$ cat config.mk
export PLATFORM = sky130hd
export DESIGN_NAME = dataint_ecc_secded_check_pipe
export DESIGN_NICKNAME = d
export VERILOG_FILES = /design/src/rtl/dataint_ecc_secded_check_pipe.sv
export SDC_FILE = /design/constraint.sdc
export NUM_CORES = 1
export LEC_CHECK = 0
export BUFFER_PORTS_ARGS = -buffer_cell sky130_fd_sc_hd__buf_2
export CORE_AREA = 2 2 159 115
export DETAILED_ROUTE_END_ITERATION = 10
export DIE_AREA = 0 0 161 117
export MAX_ROUTING_LAYER = met4
export PLACE_DENSITY = 0.56
export SKIP_LAST_GASP = 1
export SYNTH_ARGS = -nofsm -noshare
export SYNTH_HDL_FRONTEND = slang
export SYNTH_SLANG_ARGS = --single-unit
$ cat constraint.sdc
create_clock -name clk -period 1.79 [get_ports clk]
set_clock_uncertainty 0.15 [all_clocks]
set_input_delay 0.179 -clock clk [delete_from_list [all_inputs] [get_ports clk]]
set_output_delay 0.179 -clock clk [all_outputs]
set_load 0.02 [all_outputs]
$ cat src/rtl/dataint_ecc_secded_check_pipe.sv
`default_nettype none
// ============================================================================
// Module   : dataint_ecc_secded_check_pipe
// Brief    : Two-stage SECDED check/correct pipeline with saturating error
//            counters; optional first-error log under DATAINT_ECC_ERR_LOG_EN.
// Revision : 1.0 - initial release
// ============================================================================
module dataint_ecc_secded_check_pipe #(
  parameter  int WIDTH       = 32,
  parameter  int TAG_W       = 8,
  parameter  int CNT_W       = 16,
  localparam int PARITY_BITS = $clog2(WIDTH + $clog2(WIDTH) + 1),
  localparam int TOTAL_W     = WIDTH + PARITY_BITS + 1
) (
  input  logic                   clk,
  input  logic                   rst_n,
  input  logic                   s_valid,
  output logic                   s_ready,
  input  logic [TOTAL_W-1:0]     s_codeword,
  input  logic [TAG_W-1:0]       s_tag,
  output logic                   m_valid,
  input  logic                   m_ready,
  output logic [WIDTH-1:0]       m_data,
  output logic [TAG_W-1:0]       m_tag,
  output logic                   m_err_single,
  output logic                   m_err_double,
  input  logic                   cnt_clear,
  output logic [CNT_W-1:0]       cnt_single,
  output logic [CNT_W-1:0]       cnt_double
`ifdef DATAINT_ECC_ERR_LOG_EN
  ,
  output logic                   log_valid,
  output logic [PARITY_BITS-1:0] log_syndrome,
  output logic [TAG_W-1:0]       log_tag
`endif
);

  localparam logic [CNT_W-1:0] c_cnt_max = {CNT_W{1'b1}};

  // Codeword index of data bit k: k-th non-power-of-two Hamming position, minus one.
  function automatic int data_index(input int k);
    int cnt;
    int res;
    cnt = 0;
    res = 0;
    for (int p = 1; p < TOTAL_W; p++) begin
      if ((p & (p - 1)) != 0) begin
        if (cnt == k) res = p - 1;
        cnt++;
      end
    end
    return res;
  endfunction

  logic                   w_adv1;
  logic                   w_adv2;
  logic                   w_accept;
  logic [PARITY_BITS-1:0] w_syn;
  logic                   w_par;
  logic [WIDTH-1:0]       w_raw_data;
  logic [WIDTH-1:0]       w_data;
  logic                   w_syn_nz;
  logic                   w_in_range;
  logic                   w_flip;
  logic                   w_single;
  logic                   w_double;

  logic                   r_v1;
  logic [WIDTH-1:0]       r_data1;
  logic [TAG_W-1:0]       r_tag1;
  logic [PARITY_BITS-1:0] r_syn1;
  logic                   r_par1;

  logic                   r_v2;
  logic [WIDTH-1:0]       r_data2;
  logic [TAG_W-1:0]       r_tag2;
  logic                   r_es2;
  logic                   r_ed2;

  logic [CNT_W-1:0]       r_cnt_s;
  logic [CNT_W-1:0]       r_cnt_d;

  assign w_adv2   = !r_v2 || m_ready;
  assign w_adv1   = !r_v1 || w_adv2;
  assign s_ready  = w_adv1;
  assign w_accept = r_v2 && m_ready;

  always_comb begin
    w_syn = '0;
    for (int i = 0; i < PARITY_BITS; i++) begin
      for (int j = 0; j < TOTAL_W - 1; j++) begin
        if ((((j + 1) >> i) & 1) != 0) w_syn[i] = w_syn[i] ^ s_codeword[j];
      end
    end
  end

  assign w_par = ^s_codeword;

  assign w_syn_nz   = |r_syn1;
  assign w_in_range = (int'(r_syn1) <= TOTAL_W - 1);
  assign w_flip     = w_syn_nz && r_par1 && w_in_range;
  assign w_single   = r_par1 && (!w_syn_nz || w_in_range);
  assign w_double   = w_syn_nz && (!r_par1 || !w_in_range);

  // Only data bits are carried past stage 1; a flip aimed at a parity position has no data effect.
  for (genvar k = 0; k < WIDTH; k++) begin : g_data_bit
    localparam int c_idx = data_index(k);
    assign w_raw_data[k] = s_codeword[c_idx];
    assign w_data[k]     = r_data1[k] ^ (w_flip && (r_syn1 == PARITY_BITS'(c_idx + 1)));
  end

  always_ff @(posedge clk or negedge rst_n) begin
    if (!rst_n) begin
      r_v1    <= 1'b0;
      r_data1 <= '0;
      r_tag1  <= '0;
      r_syn1  <= '0;
      r_par1  <= 1'b0;
      r_v2    <= 1'b0;
      r_data2 <= '0;
      r_tag2  <= '0;
      r_es2   <= 1'b0;
      r_ed2   <= 1'b0;
    end else begin
      if (w_adv1) begin
        r_v1    <= s_valid;
        r_data1 <= w_raw_data;
        r_tag1  <= s_tag;
        r_syn1  <= w_syn;
        r_par1  <= w_par;
      end
      if (w_adv2) begin
        r_v2    <= r_v1;
        r_data2 <= w_data;
        r_tag2  <= r_tag1;
        r_es2   <= r_v1 && w_single;
        r_ed2   <= r_v1 && w_double;
      end
    end
  end

  always_ff @(posedge clk or negedge rst_n) begin
    if (!rst_n) begin
      r_cnt_s <= '0;
      r_cnt_d <= '0;
    end else if (cnt_clear) begin
      r_cnt_s <= '0;
      r_cnt_d <= '0;
    end else if (w_accept) begin
      if (r_es2 && (r_cnt_s != c_cnt_max)) r_cnt_s <= r_cnt_s + CNT_W'(1);
      if (r_ed2 && (r_cnt_d != c_cnt_max)) r_cnt_d <= r_cnt_d + CNT_W'(1);
    end
  end

`ifdef DATAINT_ECC_ERR_LOG_EN
  logic [PARITY_BITS-1:0] r_syn2;
  logic                   r_log_valid;
  logic [PARITY_BITS-1:0] r_log_syn;
  logic [TAG_W-1:0]       r_log_tag;

  always_ff @(posedge clk or negedge rst_n) begin
    if (!rst_n) begin
      r_syn2 <= '0;
    end else if (w_adv2) begin
      r_syn2 <= r_syn1;
    end
  end

  // Sticky until cleared: only the first erroneous word delivered is recorded.
  always_ff @(posedge clk or negedge rst_n) begin
    if (!rst_n) begin
      r_log_valid <= 1'b0;
      r_log_syn   <= '0;
      r_log_tag   <= '0;
    end else if (cnt_clear) begin
      r_log_valid <= 1'b0;
      r_log_syn   <= '0;
      r_log_tag   <= '0;
    end else if (w_accept && (r_es2 || r_ed2) && !r_log_valid) begin
      r_log_valid <= 1'b1;
      r_log_syn   <= r_syn2;
      r_log_tag   <= r_tag2;
    end
  end

  assign log_valid    = r_log_valid;
  assign log_syndrome = r_log_syn;
  assign log_tag      = r_log_tag;
`endif

  assign m_valid      = r_v2;
  assign m_data       = r_data2;
  assign m_tag        = r_tag2;
  assign m_err_single = r_es2;
  assign m_err_double = r_ed2;
  assign cnt_single   = r_cnt_s;
  assign cnt_double   = r_cnt_d;

endmodule
`default_nettype wire

==> results of run 1 <==
[power by group through the flow]
stage          sequential (mW)  clock [mW]  combinational [mW]
2_1_floorplan             3.66           0                1.44
3_3_place_gp              3.42           0                2.82
3_5_place_dp              3.44           0                2.85
4_1_cts                   3.40        3.66                2.99
5_1_grt                   3.45        3.79                3.40
6_report                  3.40        3.59                3.13
[kinds of logic after synthesis]
group,synth area share
multiplexers,0.01790
XOR/XNOR,0.2019
AND/OR/NAND/NOR,0.2220
adder cells (fa/ha/maj),0.003978
AO/OA/AOI/OAI,0.04297
flip-flops,0.4894
buffers and inverters,0.02188
[stage by stage]
step                std cells  setup WS (ns)  utilization
global placement         1096        -0.2225       0.4705
finish                   1178        -0.1252       0.5476
global route             1178        -0.2026       0.5476
floorplan                 657        -0.1481            -
CTS                      1174       -0.06607       0.5363
detailed placement       1096        -0.2327       0.4705
[repair_timing]
item / 4_1_cts / 5_1_grt
gates cloned: 0 / 1
hold buffers: 39 / 0
endpoints found under the hold margin: 161 / 0
setup buffers: 7 / 3
pin swaps: 17 / 26
gates resized for setup: 21 / 49
setup endpoints to repair: 44 / 59
[area by class of cell]
| cell class | instances | share of cell area |
|---|---|---|
| Sequential cell | 123 | 0.3238 |
| Inverter | 6 | 0.002620 |
| Multi-Input combinational cell | 498 | 0.3681 |
| Clock inverter | 15 | 0.01991 |
| Timing Repair Buffer | 283 | 0.2101 |
| Clock buffer | 17 | 0.04454 |
| Tap cell | 236 | 0.03091 |
[Yosys cell counts, types with 6 or more instances]
cell type and number:
a21oi_1 6, nor3_1 17, clkbuf_1 27, xnor2_1 83
xnor3_1 10, xor2_1 26, dfrtp_1 123, nor3b_1 6
nor2_1 45, nand4_1 8, nand3_1 12, mux2_2 10
nand2_1 179, o21ai_0 40, nor4_1 9
[worst max path at each step]
stage	end	start	cells past startpoint	slack [ns]
after CTS	cnt_double[14]	cnt_double[5]	5	-0.07
after detailed placement	r_par1	s_codeword[20]	6	-0.23
after floorplan	cnt_double[14]	cnt_double[3]	5	-0.15
after global placement	r_par1	s_codeword[20]	6	-0.22
after global routing	cnt_double[8]	cnt_double[6]	7	-0.20
final	cnt_double[8]	cnt_double[6]	7	-0.13
[registers in the layout (all words and copies together) (netlist names), 6 cells and up]
signal,cells
m_data,32
r_data1,32
cnt_double,16
cnt_single,16
m_tag,8
r_tag1,8
r_syn1,6
[critical path, delay by kind of cell, from the launching register on]
kind          cells  cell delay [ns]
simple gates      4             0.66
xor+xnor          1             0.18
buf+inv           2             0.43
flops             1             0.37
[layer usage]
layer | wire (microns) | vias to the layer above | track usage
met5 | 0 | - | -
met2 | 8023 | 134 | 0.3104
li1 | - | 2701 | -
met1 | 8881 | 2613 | 0.2861
met4 | 85 | 0 | 0.04940
met3 | 790 | 6 | 0.04264
==> results.json, run 1 <==
{
  "status": "complete, but fails checks",
  "violations": "negative setup slack",
  "cts_tree": "yes",
  "cts_sinks": 123,
  "clock_latency_ns": 0.42,
  "ys_warn_count": 0,
  "regToRegSetupSlack_ns": -0.13,
  "final_cell_mix": "nand2_1 (178), buf_2 (125), dfrtp_1 (111)",
  "clock-root-buffer": "clkbuf_16",
  "num_rows": 41,
  "overflow": 0,
  "p_leak_nw": 4.396,
  "worstHoldStart": "s_codeword[22]",
  "period_share": 1.070,
  "period_minus_slack_ns": 1.915,
  "synthTopCellsByArea": "dfrtp_1 (49%), xnor2_1 (12%), nand2_1 (11%)",
  "cts_buffers": 17,
  "synth_area_per_cell_sq_um": 9.573,
  "setup_viol": 26,
  "die_w_microns": 161,
  "finalNetCount": 983,
  "cts.htree.levels": 4,
  "core_sq_um": 17440,
  "setup_tns_ns": -1.482,
  "cp-end-kind": "flop",
  "max-cap-violations": 0,
  "p_int_mw": 6.809,
  "grt_pass1_wl_microns": 29050,
  "drtAntennaViolNets": 0,
  "detail_route.first_pass.iterations": 5,
  "synth_top_area_frac": 0.4894,
  "p_sw_mw": 3.311,
  "cp_data_required_time_ns": 1.92,
  "worstHoldPathCells": 4,
  "start_kind": "flop",
  "worst_pin_slew_ns": 0.5971,
  "path_cells": "nand4_1 > buf_4 > nor4_4 > buf_6 > nor4_1 > xnor2_1 > nor2_1",
  "synth_area_leader_cell": "dfrtp_1",
  "grt_pass1_vias": 5543,
  "arrival_ns": 2.04,
  "crit_path_max_incr_delay_ns": 0.37,
  "synth_cells": 657,
  "power_frac_seq": 0.336,
  "wl_per_cell_microns": 15.09,
  "fp.dieH_microns": 117,
  "initial_core_util": 0.3606,
  "fin_area_sq_um": 9552,
  "hold_viol": 0,
  "placed_area_sq_um": 8207,
  "ctsLongestPathBuffers": 2,
  "syn-num-nets": 711,
  "viasPerCell": 4.630,
  "synth-async-reset-ratio": 1.000,
  "synth_seq_area_share": 0.4894,
  "multi_input_comb_area_sq_um": 3516,
  "switching_share": 0.3272,
  "finalMaxSlewViolations": 0,
  "ys.flop_type": "dfrtp_1",
  "relSlewSlack": 0.6019,
  "ir_drop_mv": 0.6092,
  "syn2layout_area_growth_pct": 51.86,
  "grtUsageTotal": 0.2055,
  "place_congestion": 0.8219,
  "seq_area_sq_um": 3093,
  "setup_ws_ns": -0.1252,
  "drc": 0,
  "dp_hpwl_microns": 12850,
  "antenna_found_initial": 0,
  "vias": 5454,
  "power_mw": 10.12,
  "min_path_type": "in -> reg",
  "rsz0062_at_grt": "yes",
  "drt_wl_total_microns": 17780,
  "drtIter0Drc": 294,
  "n_fill_cell": 1589,
  "reg2reg_from": "cnt_double[6]",
  "power_frac_comb": 0.309,
  "reg2reg_depth": 7,
  "crit_fanout": 7,
  "antenna_cells": 0,
  "pin_count": 128,
  "hold_end": "r_data1[17]",
  "final_common_cell": "nand2_1",
  "holdWs_ns": 0.03159,
  "io_buffers": 127,
  "netlist_area_sq_um": 6290,
  "timing.rr.end": "cnt_double[8]",
  "grt_max_degree": 78,
  "fmax_mhz": 522.1,
  "ys_seq_elements": 123,
  "cts.clk_slew.worst_paths_ns": 0.06,
  "path_class": "reg -> reg",
  "clockPowerShare": 0.354,
  "synth_edf_count": 0,
  "crit_slowest_cell": "dfrtp_2",
  "drive_gt1_frac": 0.3885,
  "power.density_nw_per_um2": 1059,
  "die-area_sq_um": 18840,
  "synth.distinct_cells": 39
}
(Power assumes the default switching activity.)
==> run 2: changes to the inputs <==
--- a/config.mk
+++ b/config.mk
@@ -7,10 +7,12 @@
 export LEC_CHECK = 0
 export BUFFER_PORTS_ARGS = -buffer_cell sky130_fd_sc_hd__buf_2
 export CORE_AREA = 2 2 159 115
+export CTS_BUF_LIST = sky130_fd_sc_hd__clkbuf_8
 export DETAILED_ROUTE_END_ITERATION = 10
 export DIE_AREA = 0 0 161 117
 export MAX_ROUTING_LAYER = met4
 export PLACE_DENSITY = 0.56
+export REMOVE_ABC_BUFFERS = 1
 export SKIP_LAST_GASP = 1
 export SYNTH_ARGS = -nofsm -noshare
 export SYNTH_HDL_FRONTEND = slang
==> results.json, run 2 (synthesis results as in run 1) <==
{
  "placedCellCount": 1100,
  "num_rows": 41,
  "fp.dieH_microns": 117,
  "period_minus_slack_ns": 1.871,
  "p_sw_mw": 3.309,
  "worst_pin_slew_ns": 0.8338,
  "path_cells": "nand4_1 > or4_4 > nor4_2 > xnor2_1 > nor2_1",
  "start_kind": "flop",
  "final_cell_mix": "nand2_1 (176), buf_2 (125), dfrtp_1 (123)",
  "core_sq_um": 17440,
  "vias": 5555,
  "setup_viol": 9,
  "cts.clk_slew.worst_paths_ns": 0.08,
  "crit_fanout": 4,
  "fin_area_sq_um": 9639,
  "arrival_ns": 2.04,
  "period_share": 1.045,
  "drt_wl_total_microns": 18020,
  "min_path_type": "in -> reg",
  "die_w_microns": 161,
  "wl_per_cell_microns": 15.09,
  "grt_pass1_vias": 5433,
  "final_common_cell": "nand2_1",
  "crit_slowest_cell": "or4_4",
  "p_int_mw": 6.267,
  "relSlewSlack": 0.4423,
  "finalMaxSlewViolations": 0,
  "power_frac_comb": 0.359,
  "p_leak_nw": 4.500,
  "grt_pass1_wl_microns": 28570,
  "ctsLongestPathBuffers": 2,
  "dp_hpwl_microns": 12080,
  "pin_count": 128,
  "seq_area_sq_um": 3078,
  "n_fill_cell": 1595,
  "clock_latency_ns": 0.45,
  "setup_ws_ns": -0.08070,
  "instances_no_fill": 1194,
  "drtIter0Drc": 285,
  "crit_buf_inv": 0,
  "fmax_mhz": 534.6,
  "grt_max_degree": 78,
  "finalNetCount": 999,
  "placed_area_sq_um": 7993,
  "ir_drop_mv": 0.4883,
  "grtUsageTotal": 0.2032,
  "drtAntennaViolNets": 0,
  "path_class": "reg -> reg",
  "cts_sinks": 123,
  "cp-end-kind": "flop",
  "crit_family": "simple AND/OR/NAND/NOR gates",
  "cts_tree": "yes",
  "drive_gt1_frac": 0.3956,
  "cts_buffers": 17,
  "cts.htree.levels": 4,
  "hold_viol": 0,
  "drc": 0,
  "rsz0062_at_grt": "yes",
  "power_frac_seq": 0.356,
  "place_congestion": 0.7817,
  "initial_core_util": 0.3606,
  "cp_data_required_time_ns": 1.96,
  "syn2layout_area_growth_pct": 53.25,
  "viasPerCell": 4.652,
  "io_buffers": 127,
  "max-cap-violations": 0,
  "antenna_found_initial": 0,
  "detail_route.first_pass.iterations": 6,
  "crit_path_max_incr_delay_ns": 0.56,
  "multi_input_comb_area_sq_um": 3680,
  "die-area_sq_um": 18840,
  "power.density_nw_per_um2": 993.4,
  "clock-root-buffer": "clkbuf_8",
  "violations": "negative setup slack",
  "overflow": 0,
  "status": "complete, but fails checks",
  "clockPowerShare": 0.285,
  "switching_share": 0.3455,
  "antenna_cells": 0
}
-- run 2: worst paths after layout --
check                                from             end  slack [ns]  depth (start not counted)
max in group asynchronous           rst_n  cnt_single[13]        0.16                          3
min reg2reg                     r_tag1[1]       r_tag1[1]        0.32                          2
min in group asynchronous           rst_n   cnt_double[8]        0.11                          3
max reg2reg                 cnt_double[4]  cnt_double[14]       -0.08                          5
min                        s_codeword[31]       r_syn1[5]        0.08                          5
max                         cnt_double[4]  cnt_double[14]       -0.08                          5
-- run 2: tightest hold or removal path, stage by stage --
cell	delay, ns
buf_2	0.10
buf_4	0.11
xnor2_1	0.07
xnor2_1	0.12
o21ai_0	0.06
-- run 2: final cells by class --
cell class / instances / area share
Inverter: 6 / 0.003115
Multi-Input combinational cell: 499 / 0.3818
Tap cell: 236 / 0.03063
Timing Repair Buffer: 298 / 0.2198
Sequential cell: 123 / 0.3193
Clock inverter: 12 / 0.01687
Clock buffer: 20 / 0.02856
-- run 2: stage by stage --
step / power, mW / utilization / hold slack, ns / setup TNS [ns] / setup slack, ns
floorplan: 5.039 / - / -0.2666 / -238.46 / -3.356
detailed placement: 6.302 / 0.4583 / -0.05689 / -5.584 / -0.3275
global placement: 6.277 / 0.4583 / -0.05611 / -5.067 / -0.3032
CTS: 9.231 / 0.5222 / 0.06450 / -0.6246 / -0.08538
global route: 10.09 / 0.5527 / 0.09803 / -3.527 / -0.2062
finish: 9.576 / 0.5527 / 0.07854 / -0.2894 / -0.08070
-- run 2: repair_timing --
| item | CTS | global route |
|---|---|---|
| cloned | 2 | 0 |
| pin swaps | 12 | 49 |
| setup buffers | 6 | 10 |
| endpoints found under the setup margin | 39 | 70 |
| endpoints found under the hold margin | 164 | 1 |
| gates resized for setup | 36 | 100 |
| hold buffers | 44 | 1 |
-- run 2: power groups by stage --
stage	logic [mW]	registers, mW	clock network (mW)
2_1_floorplan	1.31	3.73	0
3_3_place_gp	2.86	3.42	0
3_5_place_dp	2.88	3.43	0
4_1_cts	3.05	3.39	2.80
5_1_grt	3.72	3.46	2.91
6_report	3.43	3.41	2.73
-- run 2: per-layer routing --
layer	global-route usage	vias up	share of wire
li1	-	2735	-
met1	0.2833	2654	0.49
met3	0.04369	21	0.058
met4	0.05774	0	0.014
met5	-	-	0
met2	0.3007	145	0.44
